## config.mk

```make
export PLATFORM = sky130hd
export DESIGN_NAME = led_code_player
export DESIGN_NICKNAME = d
export VERILOG_FILES = /design/src/rtl/led_code_player.sv
export SDC_FILE = /design/constraint.sdc
export NUM_CORES = 1
export LEC_CHECK = 0
export BUFFER_PORTS_ARGS = -buffer_cell sky130_fd_sc_hd__clkbuf_2
export CORE_MARGIN = 4
export CORE_UTILIZATION = 30
export CTS_CLUSTER_SIZE = 28
export DETAILED_ROUTE_END_ITERATION = 10
export SLEW_MARGIN = 20
export SYNTH_ARGS = -nofsm -noshare
export SYNTH_HDL_FRONTEND = slang
export SYNTH_SLANG_ARGS = --single-unit
```

## constraint.sdc

```tcl
create_clock -name clk -period 4.48 [get_ports clk]
set_input_delay 0.224 -clock clk [delete_from_list [all_inputs] [get_ports clk]]
set_output_delay 0.224 -clock clk [all_outputs]
set_load 0.03 [all_outputs]
```

## src/rtl/led_code_player.sv

```systemverilog
// LED code player: buffers 8-bit codes in a small FIFO and shows each one on
// the LEDs for HOLD_CYCLES clocks, followed by GAP_CYCLES blank clocks.
module led_code_player #(
  parameter int DEPTH       = 4,
  parameter int HOLD_CYCLES = 50000000,
  parameter int GAP_CYCLES  = 5000000,
  parameter int CNT_W       = 28
) (
  input  logic                     clk,
  input  logic                     rst_n,
  input  logic [7:0]               code_in,
  input  logic                     code_valid,
  output logic                     code_ready,
  output logic [7:0]               led,
  output logic                     busy,
  output logic [$clog2(DEPTH):0]   fifo_level
);

  localparam int PTR_W = $clog2(DEPTH);
  localparam logic [CNT_W-1:0] HOLD_LD  = CNT_W'(HOLD_CYCLES - 1);
  localparam logic [CNT_W-1:0] GAP_LD   = (GAP_CYCLES > 0) ? CNT_W'(GAP_CYCLES - 1) : '0;
  localparam logic [PTR_W:0]   FULL_LVL = (PTR_W + 1)'(DEPTH);
  localparam bit               HAS_GAP  = (GAP_CYCLES > 0);

  typedef enum logic [1:0] {
    S_IDLE,
    S_SHOW,
    S_GAP
  } state_t;

  state_t           r_state;
  logic [CNT_W-1:0] r_cnt;
  logic [7:0]       r_led;
  logic [PTR_W-1:0] r_wr_ptr;
  logic [PTR_W-1:0] r_rd_ptr;
  logic [PTR_W:0]   r_level;
  logic [7:0]       r_mem [DEPTH];

  logic             w_ready;
  logic             w_push;
  logic             w_pop;
  logic             w_cnt_zero;
  logic             w_has_data;
  logic [7:0]       w_head;

  // Ready comes only from the registered level; a same-edge pop never frees a slot early.
  assign w_ready    = (r_level != FULL_LVL);
  assign w_push     = code_valid && w_ready;
  assign w_cnt_zero = (r_cnt == '0);
  assign w_has_data = (r_level != '0);
  assign w_head     = r_mem[r_rd_ptr];

  always_comb begin
    w_pop = 1'b0;
    case (r_state)
      S_IDLE:  w_pop = w_has_data;
      S_SHOW:  w_pop = w_cnt_zero && !HAS_GAP && w_has_data;
      S_GAP:   w_pop = w_cnt_zero && w_has_data;
      default: w_pop = 1'b0;
    endcase
  end

  always_ff @(posedge clk) begin
    if (w_push) begin
      r_mem[r_wr_ptr] <= code_in;
    end
  end

  always_ff @(posedge clk or negedge rst_n) begin
    if (!rst_n) begin
      r_wr_ptr <= '0;
      r_rd_ptr <= '0;
      r_level  <= '0;
    end else begin
      if (w_push) begin
        r_wr_ptr <= r_wr_ptr + 1'b1;
      end
      if (w_pop) begin
        r_rd_ptr <= r_rd_ptr + 1'b1;
      end
      case ({w_push, w_pop})
        2'b10:   r_level <= r_level + 1'b1;
        2'b01:   r_level <= r_level - 1'b1;
        default: r_level <= r_level;
      endcase
    end
  end

  // Dwell sequencer; w_pop is asserted exactly on the edges that enter SHOW.
  always_ff @(posedge clk or negedge rst_n) begin
    if (!rst_n) begin
      r_state <= S_IDLE;
      r_cnt   <= '0;
      r_led   <= '0;
    end else begin
      case (r_state)
        S_IDLE: begin
          if (w_pop) begin
            r_state <= S_SHOW;
            r_led   <= w_head;
            r_cnt   <= HOLD_LD;
          end
        end
        S_SHOW: begin
          if (!w_cnt_zero) begin
            r_cnt <= r_cnt - 1'b1;
          end else if (HAS_GAP) begin
            r_state <= S_GAP;
            r_led   <= '0;
            r_cnt   <= GAP_LD;
          end else if (w_pop) begin
            r_led   <= w_head;
            r_cnt   <= HOLD_LD;
          end else begin
            r_state <= S_IDLE;
            r_led   <= '0;
          end
        end
        S_GAP: begin
          if (!w_cnt_zero) begin
            r_cnt <= r_cnt - 1'b1;
          end else if (w_pop) begin
            r_state <= S_SHOW;
            r_led   <= w_head;
            r_cnt   <= HOLD_LD;
          end else begin
            r_state <= S_IDLE;
          end
        end
        default: begin
          r_state <= S_IDLE;
          r_led   <= '0;
          r_cnt   <= '0;
        end
      endcase
    end
  end

  assign code_ready = w_ready;
  assign led        = r_led;
  assign busy       = (r_state != S_IDLE);
  assign fifo_level = r_level;

endmodule
```

==> results of run 1 <==
metal layers:
layer  vias to the layer above  part of all wire [%]  track usage, %  wire length (um)
met2                        88                    48            20.7              4810
met1                      1569                    44            18.4              4370
met4                         0                   1.7            4.32               174
met3                        16                   5.9            3.14               591
met5                         -                     0               0                 0
li1                       1471                     -               -                 -
cell families after synthesis:
| family | share of synthesized area [%] |
|---|---|
| xor gates and xnor gates | 3.24 |
| buffers and inverters | 3.24 |
| adders and majority gates | 2.35 |
| muxes | 4.45 |
| and+or+nand+nor | 16.4 |
| DFF | 51.5 |
| AOI/OAI and AO/OA | 18.9 |
critical path: stages, from the launching register on:
cell and delay (ns):
dfrtp_1 0.41, inv_1 0.11, ha_1 0.23, nor4b_1 0.53
nand4_1 0.16, buf_4 0.25, o21ai_0 0.21, nand2_1 0.15
inv_1 0.10, ha_1 0.17, inv_1 0.06, fa_1 0.37
xor2_1 0.15, nor2_1 0.11, xor2_1 0.16
path summary, 6_finish.rpt:
path                             from       endpoint  slack [ns]  depth (start not counted)
min reg2reg                 r_cnt[27]      r_cnt[27]        0.51                          1
max in group asynchronous       rst_n      r_cnt[18]        3.56                          3
max                          r_cnt[0]  fifo_level[2]        1.22                         14
min in group asynchronous       rst_n      r_cnt[17]        0.51                          3
min                        code_in[1]    r_mem[2][1]         0.1                          1
max reg2reg                  r_cnt[0]  fifo_level[2]        1.22                         14
power groups by stage:
stage	clock [mW]	sequential [mW]	combinational, mW
finish	0.747	1.11	0.644
global route	0.794	1.14	0.717
CTS	0.763	1.11	0.653
detailed placement	0	1.12	0.648
global placement	0	1.11	0.634
floorplan	0	1.12	0.457
what timing repair did:
| action | in CTS | in global routing |
|---|---|---|
| hold endpoints to repair | 13 | 0 |
| buffers inserted | 0 | 0 |
| hold buffers | 1 | 0 |
Yosys cell counts, types with 8 or more instances:
cell type  count
o211ai_1       9
nor2_1        18
edfxtp_1      32
xnor2_1       11
clkbuf_1      15
nand3_1        9
inv_1         12
dfrtp_1       45
nor3_1        19
a211oi_1       9
a21oi_1       20
mux4_2         8
a221o_1        8
o21ai_0       12
nor4_1        12
nand2_1       20
registers in the layout, summed over array words and instances, names as in the netlist:
register	flops
r_mem	32
r_cnt	28
led	8
fifo_level	3
r_rd_ptr	2
r_state	2
r_wr_ptr	2
area by class of cell:
type	count	area share, %
well taps	176	4.73
clock buffers	9	4.83
multi-input cells	254	39.4
repair buffers	29	3.49
flip-flops and latches	77	44.8
inverters	13	1.05
clock inverters	7	1.72
per-stage QoR:
| stage | cells | power [mW] |
|---|---|---|
| detailed placement | 548 | 1.77 |
| global placement | 548 | 1.74 |
| finish | 565 | 2.50 |
| global route | 565 | 2.65 |
| floorplan | 363 | 1.57 |
| CTS | 565 | 2.52 |
layout by cell type, fill, tap and decap left out, types with 11 or more instances in the layout:
cell type / n
nand2_1: 20
a21oi_1: 20
nor3_1: 19
clkbuf_2: 23
xnor2_1: 11
dfrtp_1: 45
nor2_1: 18
nor4_1: 12
o21ai_0: 12
inv_1: 12
edfxtp_1: 32
==> reports/qor.csv, run 1 <==
metric,value,unit
outcome,completed,
DR pass1 iterations,5,
Seq cells post-synth,77,
Via density,5.56,
Synth area leader,dfrtp_1,
RSZ-0062 raised after global routing,false,
worst slew margin relative to its limit,32.8,%
RD Place Congestion,0.855,
Logic pwr share,25.8,%
Gate Count Post-Synth,363,
Pleak,1.68,nW
I/O Pins,24,
vias,3144,
period utilization,72.7,%
top_reg_cell synth,dfrtp_1,
Setup WS pre-CTS,1.26,ns
post-synthesis sequential area ratio,51.5,%
Worst-path clk slew,0.06,ns
crit end category,register,
Bufs on Longest Clock Path,2,
Core Region,13200,um^2
Final min period,3.26,ns
DP Wirelength,6940,um
synthesis-to-layout area growth,14.9,%
ANT nets after route,0,
Fillers,1338,
total CTS buffers,9,
Clk pwr share,29.9,%
Fin Hold WS,0.0987,ns
Max VDD drop,0.000304,V
Post-Layout Inst Area,4660,um^2
fraction of registers with async set/reset,58.4,%
worst slew pin tran,1.01,ns
Worst Clk Skew,0.00434,ns
PortBufs,23,
cts repair resizes,0,
Rows,42,
CTS Root Cell,clkbuf_16,
GRT Total Usage,13.3,%
Final nets,402,
P_sw,858,uW
final setup fails,0,
pin count of the biggest net entering global routing,46,
layout cells sized above 1,16.5,%
WL/cell,17.6,um
critical path class,register to register,
H-Tree Level Count,3,
synth unique cells,64,
DIE WIDTH,124,um
post-route worst setup slack,1.22,ns
syn_area_per_cell,11.2,um^2
GR Overflow Total,0,
pwr/cell area,536,nW/um^2
Die H,124,um
Reg power frac,44.3,%
Sw Share,34.4,%
max-cap violation count,0,
"Req. time, crit path",4.74,ns
antenna diode count,0,
Crit path arrival time,3.52,ns
Synthesized Nets,381,
DRC Markers,0,
Post-Route WL,9950,um
vias in the first global route,3118,
Hold Crit Class,input pin to register,
fin. max-slew vios,0,
P_int,1.64,mW
dpl cell area,4340,um^2
critical path launch point type,register,
CP max FO,17,
Die ar.,15400,um^2
Clock Sinks,77,
Fmax,307,MHz
global-route wire length before repair,16800,um
Synth top area share,27.8,%
DRT iter0 DRCs,206,
TNS Setup,0,ns
Final Util,35.2,%
Final Hold Vio Count,0,
Clock Latency Late Sink,0.34,ns
number of enable flip-flop cells after synthesis,32,
Starting Density,30.6,%
Post-Syn Area,4050,um^2
area of the multi-input gates,1830,um^2
synth top area cells,"dfrtp_1, edfxtp_1, mux4_2",
initial antenna violation count,0,
register area,2090,um^2
Ys Warns,0,
CTS tree,yes,
Power figures use the tool's default switching activity.
==> run 2: changes to the inputs <==
ABC_AREA = 1   (was default)
clock period = 3.1 ns   (was 4.48 ns; I/O delays follow)
==> reports/qor.csv, run 2 <==
metric,value,unit,change
outcome,completed,,
H-Tree Level Count,3,,unchanged
DIE WIDTH,126,um,+1.3%
hold_sp,code_in[6],,
final setup fails,0,,unchanged
Rows,42,,unchanged
vias in the first global route,3382,,+8.5%
critical path launch point type,register,,
top_reg_cell synth,dfrtp_1,,
DRC Markers,0,,unchanged
ANT nets after route,0,,unchanged
most frequent cells in the layout,"nand2_1, nor2_1, o21ai_0",,
Die H,126,um,+1.3%
TNS Setup,0,ns,unchanged
Crit path arrival time,2.89,ns,-0.63 ns
PortBufs,23,,unchanged
fraction of registers with async set/reset,58.4,%,unchanged
Clock Sinks,77,,unchanged
DP Wirelength,7370,um,+6.3%
Max VDD drop,0.000346,V,+14%
Final min period,2.68,ns,-0.575 ns
Post-Syn Area,4170,um^2,+2.8%
DRT iter0 DRCs,205,,-0.49%
GR Overflow Total,0,,unchanged
synth cell count leaders,"nand2_1, nor2_1, o21ai_0",,
Gate Count Post-Synth,478,,+32%
Final Power,2.73,mW,+9.4%
pwr/cell area,567,nW/um^2,+5.7%
WL/cell,14.7,um,-17%
period utilization,86.5,%,+14 points
Worst-path clk slew,0.07,ns,about the same
initial antenna violation count,0,,unchanged
worst slew pin tran,0.817,ns,-0.191 ns
layout cells sized above 1,15.9,%,-0.56 points
Fin Hold WS,0.0274,ns,-0.0713 ns
"Req. time, crit path",3.31,ns,-1.43 ns
antenna diode count,0,,unchanged
worst slew margin relative to its limit,45.3,%,+13 points
max-cap violation count,0,,unchanged
total CTS buffers,9,,unchanged
"Max stage delay cell, worst path",dfrtp_1,,
Synthesized Nets,496,,+30%
Pleak,2.06,nW,+22%
post-synthesis sequential area ratio,50.1,%,-1.4 points
RSZ-0062 raised after global routing,false,,
DR pass1 iterations,5,,unchanged
pin count of the biggest net entering global routing,28,,-39%
syn_area_per_cell,8.72,um^2,-22%
CTS Root Cell,clkbuf_16,,
"most common cell after layout, fill and taps aside",nand2_1,,
Fmax,373,MHz,+21%
Bufs on Longest Clock Path,2,,unchanged
CP max FO,16,,-1
max incr delay on CP,0.39,ns,-0.14 ns
GRT Total Usage,13.4,%,+0.079 points
crit end category,register,,
synth top area cells,"dfrtp_1, edfxtp_1, nand2_1",,
synthesis-to-layout area growth,15.7,%,
Starting Density,31.1,%,+0.49 points
Crit path top cell by count,nand2_8,,
synth unique cells,37,,-42%
Hold Crit Class,input pin to register,,
global-route wire length before repair,17100,um,+1.5%
Seq cells post-synth,77,,unchanged
Die ar.,15800,um^2,+2.6%
Post-Route WL,10200,um,+2.1%
I/O Pins,24,,unchanged
Core Region,13400,um^2,+1.2%
Ys Warns,0,,unchanged
crit path launch,r_cnt[0],,
RD Place Congestion,0.959,,+12%
number of enable flip-flop cells after synthesis,32,,unchanged
Synth top area share,27.0,%,-0.76 points
Worst Clk Skew,0.00652,ns,+0.00218 ns
CTS tree,yes,,
Final Hold Vio Count,0,,unchanged
Via density,4.85,,-13%
vias,3356,,+6.7%
crit path cell chain,"inv_1, ha_1, nand2_4, nor2_4, nand2_4, clkinv_4, nand2_8, nand2_8, nand2_8, clkinv_4, ha_1, inv_1, fa_1, a21oi_1, o21ai_0, xor2_1",,
most common cell in the synthesized netlist,nand2_1,,
Largest Register,r_mem,,
max reg flops,32,,unchanged
fin. max-slew vios,0,,unchanged
Synth area leader,dfrtp_1,,
Clock Latency Late Sink,0.34,ns,about the same
critical path class,register to register,,
FF-to-FF Start,r_cnt[0],,
Final nets,529,,+32%
-- run 2: where the power goes --
part,total [mW],internal [mW],switching (mW)
clock,1.11,0.644,0.466
combinational,0.389,0.109,0.280
sequential,1.23,1.19,0.0446
total,2.73,1.94,0.790
-- run 2: worst paths after layout --
kind | endpoint | slack, ns | depth (start not counted)
hold reg to reg | led[1] | 0.50 | 2
setup reg to reg | fifo_level[2] | 0.42 | 16
max in group asynchronous | r_cnt[14] | 1.94 | 3
min in group asynchronous | r_cnt[20] | 0.40 | 2
hold / removal | r_mem[3][6] | 0.03 | 1
setup / recovery | fifo_level[2] | 0.42 | 16
-- run 2: kinds of logic (layout without fill, tap and decap cells) --
group | Yosys count | count (layout) | share of synthesized area (%)
and+or+nand+nor | 246 | 246 | 28.2
DFF | 77 | 77 | 50.1
AOI/OAI and AO/OA | 70 | 70 | 9.43
buffers and inverters | 59 | 97 | 5.86
xor gates and xnor gates | 19 | 19 | 4.17
adders and majority gates | 7 | 7 | 2.28
-- run 2: metrics by stage --
| step | instance area [um^2] | util, % | setup WS (ns) | cells |
|---|---|---|---|---|
| after CTS | 4820 | 36.0 | 0.407 | 692 |
| after global placement | 4500 | 33.6 | 0.441 | 675 |
| after global routing | 4820 | 36.0 | 0.199 | 692 |
| final | 4820 | 36.0 | 0.418 | 692 |
| after detailed placement | 4500 | 33.6 | 0.413 | 675 |
| after floorplan | 4170 | - | 0.627 | 478 |
-- run 2: metal layers --
layer | up-vias | share of wire, % | GRT usage, %
met5 | - | 0 | 0
met4 | 0 | 1.5 | 3.97
met3 | 14 | 5.2 | 3.30
met2 | 83 | 50 | 22.8
met1 | 1617 | 43 | 16.9
li1 | 1642 | - | -
-- run 2: worst max-delay path: cells and delay by family (launching register included) --
kind	cells	cell delay, ns
AND/OR/NAND/NOR	6	0.67
flip-flops	1	0.39
XOR/XNOR	1	0.15
AO/OA/AOI/OAI	2	0.26
adder cells (fa/ha/maj)	3	0.77
buffers and inverters	4	0.30
-- run 2: final cells by class --
class / instances / area [um^2]
Multi-Input combinational cell: 342 / 1840
Fill cell: 1376 / 8580
Clock buffer: 9 / 225
Sequential cell: 77 / 2090
Clock inverter: 7 / 86.3
Tap cell: 176 / 220
Timing Repair Buffer: 29 / 163
Inverter: 52 / 205
-- run 2: repair_timing --
item	CTS	global route
hold buffers	1	0
hold endpoints to repair	26	0
resized for setup	0	0
setup buffers	0	0
==> run 3: changes to the inputs <==
==> constraint.sdc (replaced) <==
create_clock -name clk -period 3.1 [get_ports clk]
set_input_delay 0.31 -clock clk [delete_from_list [all_inputs] [get_ports clk]]
set_output_delay 0.31 -clock clk [all_outputs]
set_load 0.03 [all_outputs]
==> reports/qor.csv, run 3 (synthesis gave the netlist of run 2 again) <==
metric,value,unit,change
WL/cell,14.8,um,+0.88%
Logic pwr share,14.3,%,about the same
fin. max-slew vios,0,,unchanged
cts repair resizes,0,,unchanged
Worst Clk Skew,0.0115,ns,+0.00502 ns
RD Place Congestion,0.957,,-0.19%
CTS Root Cell,clkbuf_16,,
CP max FO,16,,unchanged
Clk pwr share,40.6,%,about the same
Final nets,528,,-0.19%
FF-to-FF Start,r_cnt[0],,
r2r setup slk,0.37,ns,-0.04 ns
period utilization,87.9,%,+1.4 points
crit path cell chain,"inv_1, ha_1, nand2_4, nor2_4, nand2_4, clkinv_4, nand2_8, nand2_8, nand2_8, clkinv_4, ha_1, inv_1, fa_1, a21oi_1, o21ai_0, xor2_1",,
"Req. time, crit path",3.31,ns,about the same
worst reg-to-reg path cell count,16,,unchanged
outcome,completed,,
total CTS buffers,9,,unchanged
GR Overflow Total,0,,unchanged
vias,3338,,-0.54%
"Max stage delay cell, worst path",dfrtp_1,,
P_sw,792,uW,+0.25%
Post-Route WL,10200,um,+0.74%
Clock Sinks,77,,unchanged
max incr delay on CP,0.39,ns,about the same
layout cells sized above 1,15.9,%,+0.031 points
"most common cell after layout, fill and taps aside",nand2_1,,
CTS tree,yes,,
pin count of the biggest net entering global routing,31,,+11%
pwr/cell area,568,nW/um^2,+0.21%
Sw Share,29.0,%,+0.073 points
max reg flops,32,,unchanged
Die ar.,15800,um^2,unchanged
Hold Crit Class,input pin to asynchronous set/reset pin,,
Via density,4.83,,-0.39%
Pleak,2.05,nW,-0.20%
Max VDD drop,0.000388,V,+12%
DRC Markers,0,,unchanged
Bufs on Longest Clock Path,2,,unchanged
crit path launch,r_cnt[0],,
Clock Latency Late Sink,0.35,ns,about the same
Worst R2R End,fifo_level[2],,
initial antenna violation count,0,,unchanged
GRT Total Usage,13.6,%,+0.25 points
Fmax,367,MHz,-1.6%
Largest Register,r_mem,,
vias in the first global route,3385,,+0.089%
DR pass1 iterations,6,,+1
synthesis-to-layout area growth,15.5,%,
Final min period,2.73,ns,+0.0442 ns
Core Region,13400,um^2,unchanged
DIE WIDTH,126,um,unchanged
Final Util,35.9,%,-0.075 points
H-Tree Level Count,3,,unchanged
Worst-path clk slew,0.07,ns,about the same
worst slew margin relative to its limit,44.2,%,-1.1 points
Crit path arrival time,2.94,ns,+0.05 ns
ANT nets after route,0,,unchanged
DP Wirelength,7330,um,-0.60%
Starting Density,31.1,%,unchanged
worst slew pin tran,0.837,ns,+0.0192 ns
DRT iter0 DRCs,224,,+9.3%
crit end category,register,,
post-CTS setup buffers,0,,unchanged
CP top delay family,adder cells,,
Fillers,1383,,+0.51%
Crit path top cell by count,nand2_8,,
Final Hold Vio Count,0,,unchanged
Reg power frac,45.2,%,about the same
PortBufs,23,,unchanged
RSZ-0062 raised after global routing,false,,
max-cap violation count,0,,unchanged
final setup fails,0,,unchanged
Rows,42,,unchanged
critical path launch point type,register,,
antenna diode count,0,,unchanged
most frequent cells in the layout,"nand2_1, nor2_1, o21ai_0",,
critical path class,register to register,,
global-route wire length before repair,17300,um,+1.4%
Die H,126,um,unchanged
# hold bufs at CTS,0,,-1
Buf/Inv on CP,4,,unchanged
TNS Setup,0,ns,unchanged
I/O Pins,24,,unchanged
P_int,1.94,mW,-0.10%
==> run 3: power groups by stage <==
stage	Sequential (mW)	Clock (mW)	Combinational, mW
2_1_floorplan	1.29	0	0.207
3_3_place_gp	1.25	0	0.387
5_1_grt	1.25	1.19	0.435
3_5_place_dp	1.26	0	0.394
4_1_cts	1.24	1.13	0.397
6_report	1.23	1.11	0.390
==> run 3: routing by layer <==
metal  wire length, um  vias to the layer above  GRT usage (%)
li1                  -                     1637              -
met1              4500                     1619           17.8
met3               537                        6           3.77
met5                 0                        -              0
met2              5130                       76           23.0
met4                68                        0           2.52
==> run 3: per-stage QoR <==
step	power (mW)	setup slack (ns)	hold WS [ns]	area, um^2	cells
floorplan	1.49	0.627	0.0144	4170	478
global placement	1.64	0.446	0.428	4500	675
detailed placement	1.65	0.391	0.445	4500	675
CTS	2.76	0.380	0.0769	4810	691
global route	2.87	0.217	0.119	4810	691
finish	2.73	0.374	0.0537	4810	691
==> run 3: area by class of cell <==
type | count | area, um^2 | area share (%)
flip-flops and latches | 77 | 2090 | 43.4
multi-input cells | 342 | 1840 | 38.1
clock buffers | 9 | 225 | 4.68
well taps | 176 | 220 | 4.58
inverters | 52 | 205 | 4.26
repair buffers | 28 | 153 | 3.17
clock inverters | 7 | 86.3 | 1.79
==> run 3: worst max-delay path by stage <==
stage          slack, ns  cells after the start       endpoint
2_1_floorplan       0.63                     16  fifo_level[2]
3_3_place_gp        0.45                     16  fifo_level[2]
3_5_place_dp        0.39                     16  fifo_level[2]
4_1_cts             0.38                     16  fifo_level[2]
5_1_grt             0.22                     16  fifo_level[2]
6_report            0.37                     16  fifo_level[2]
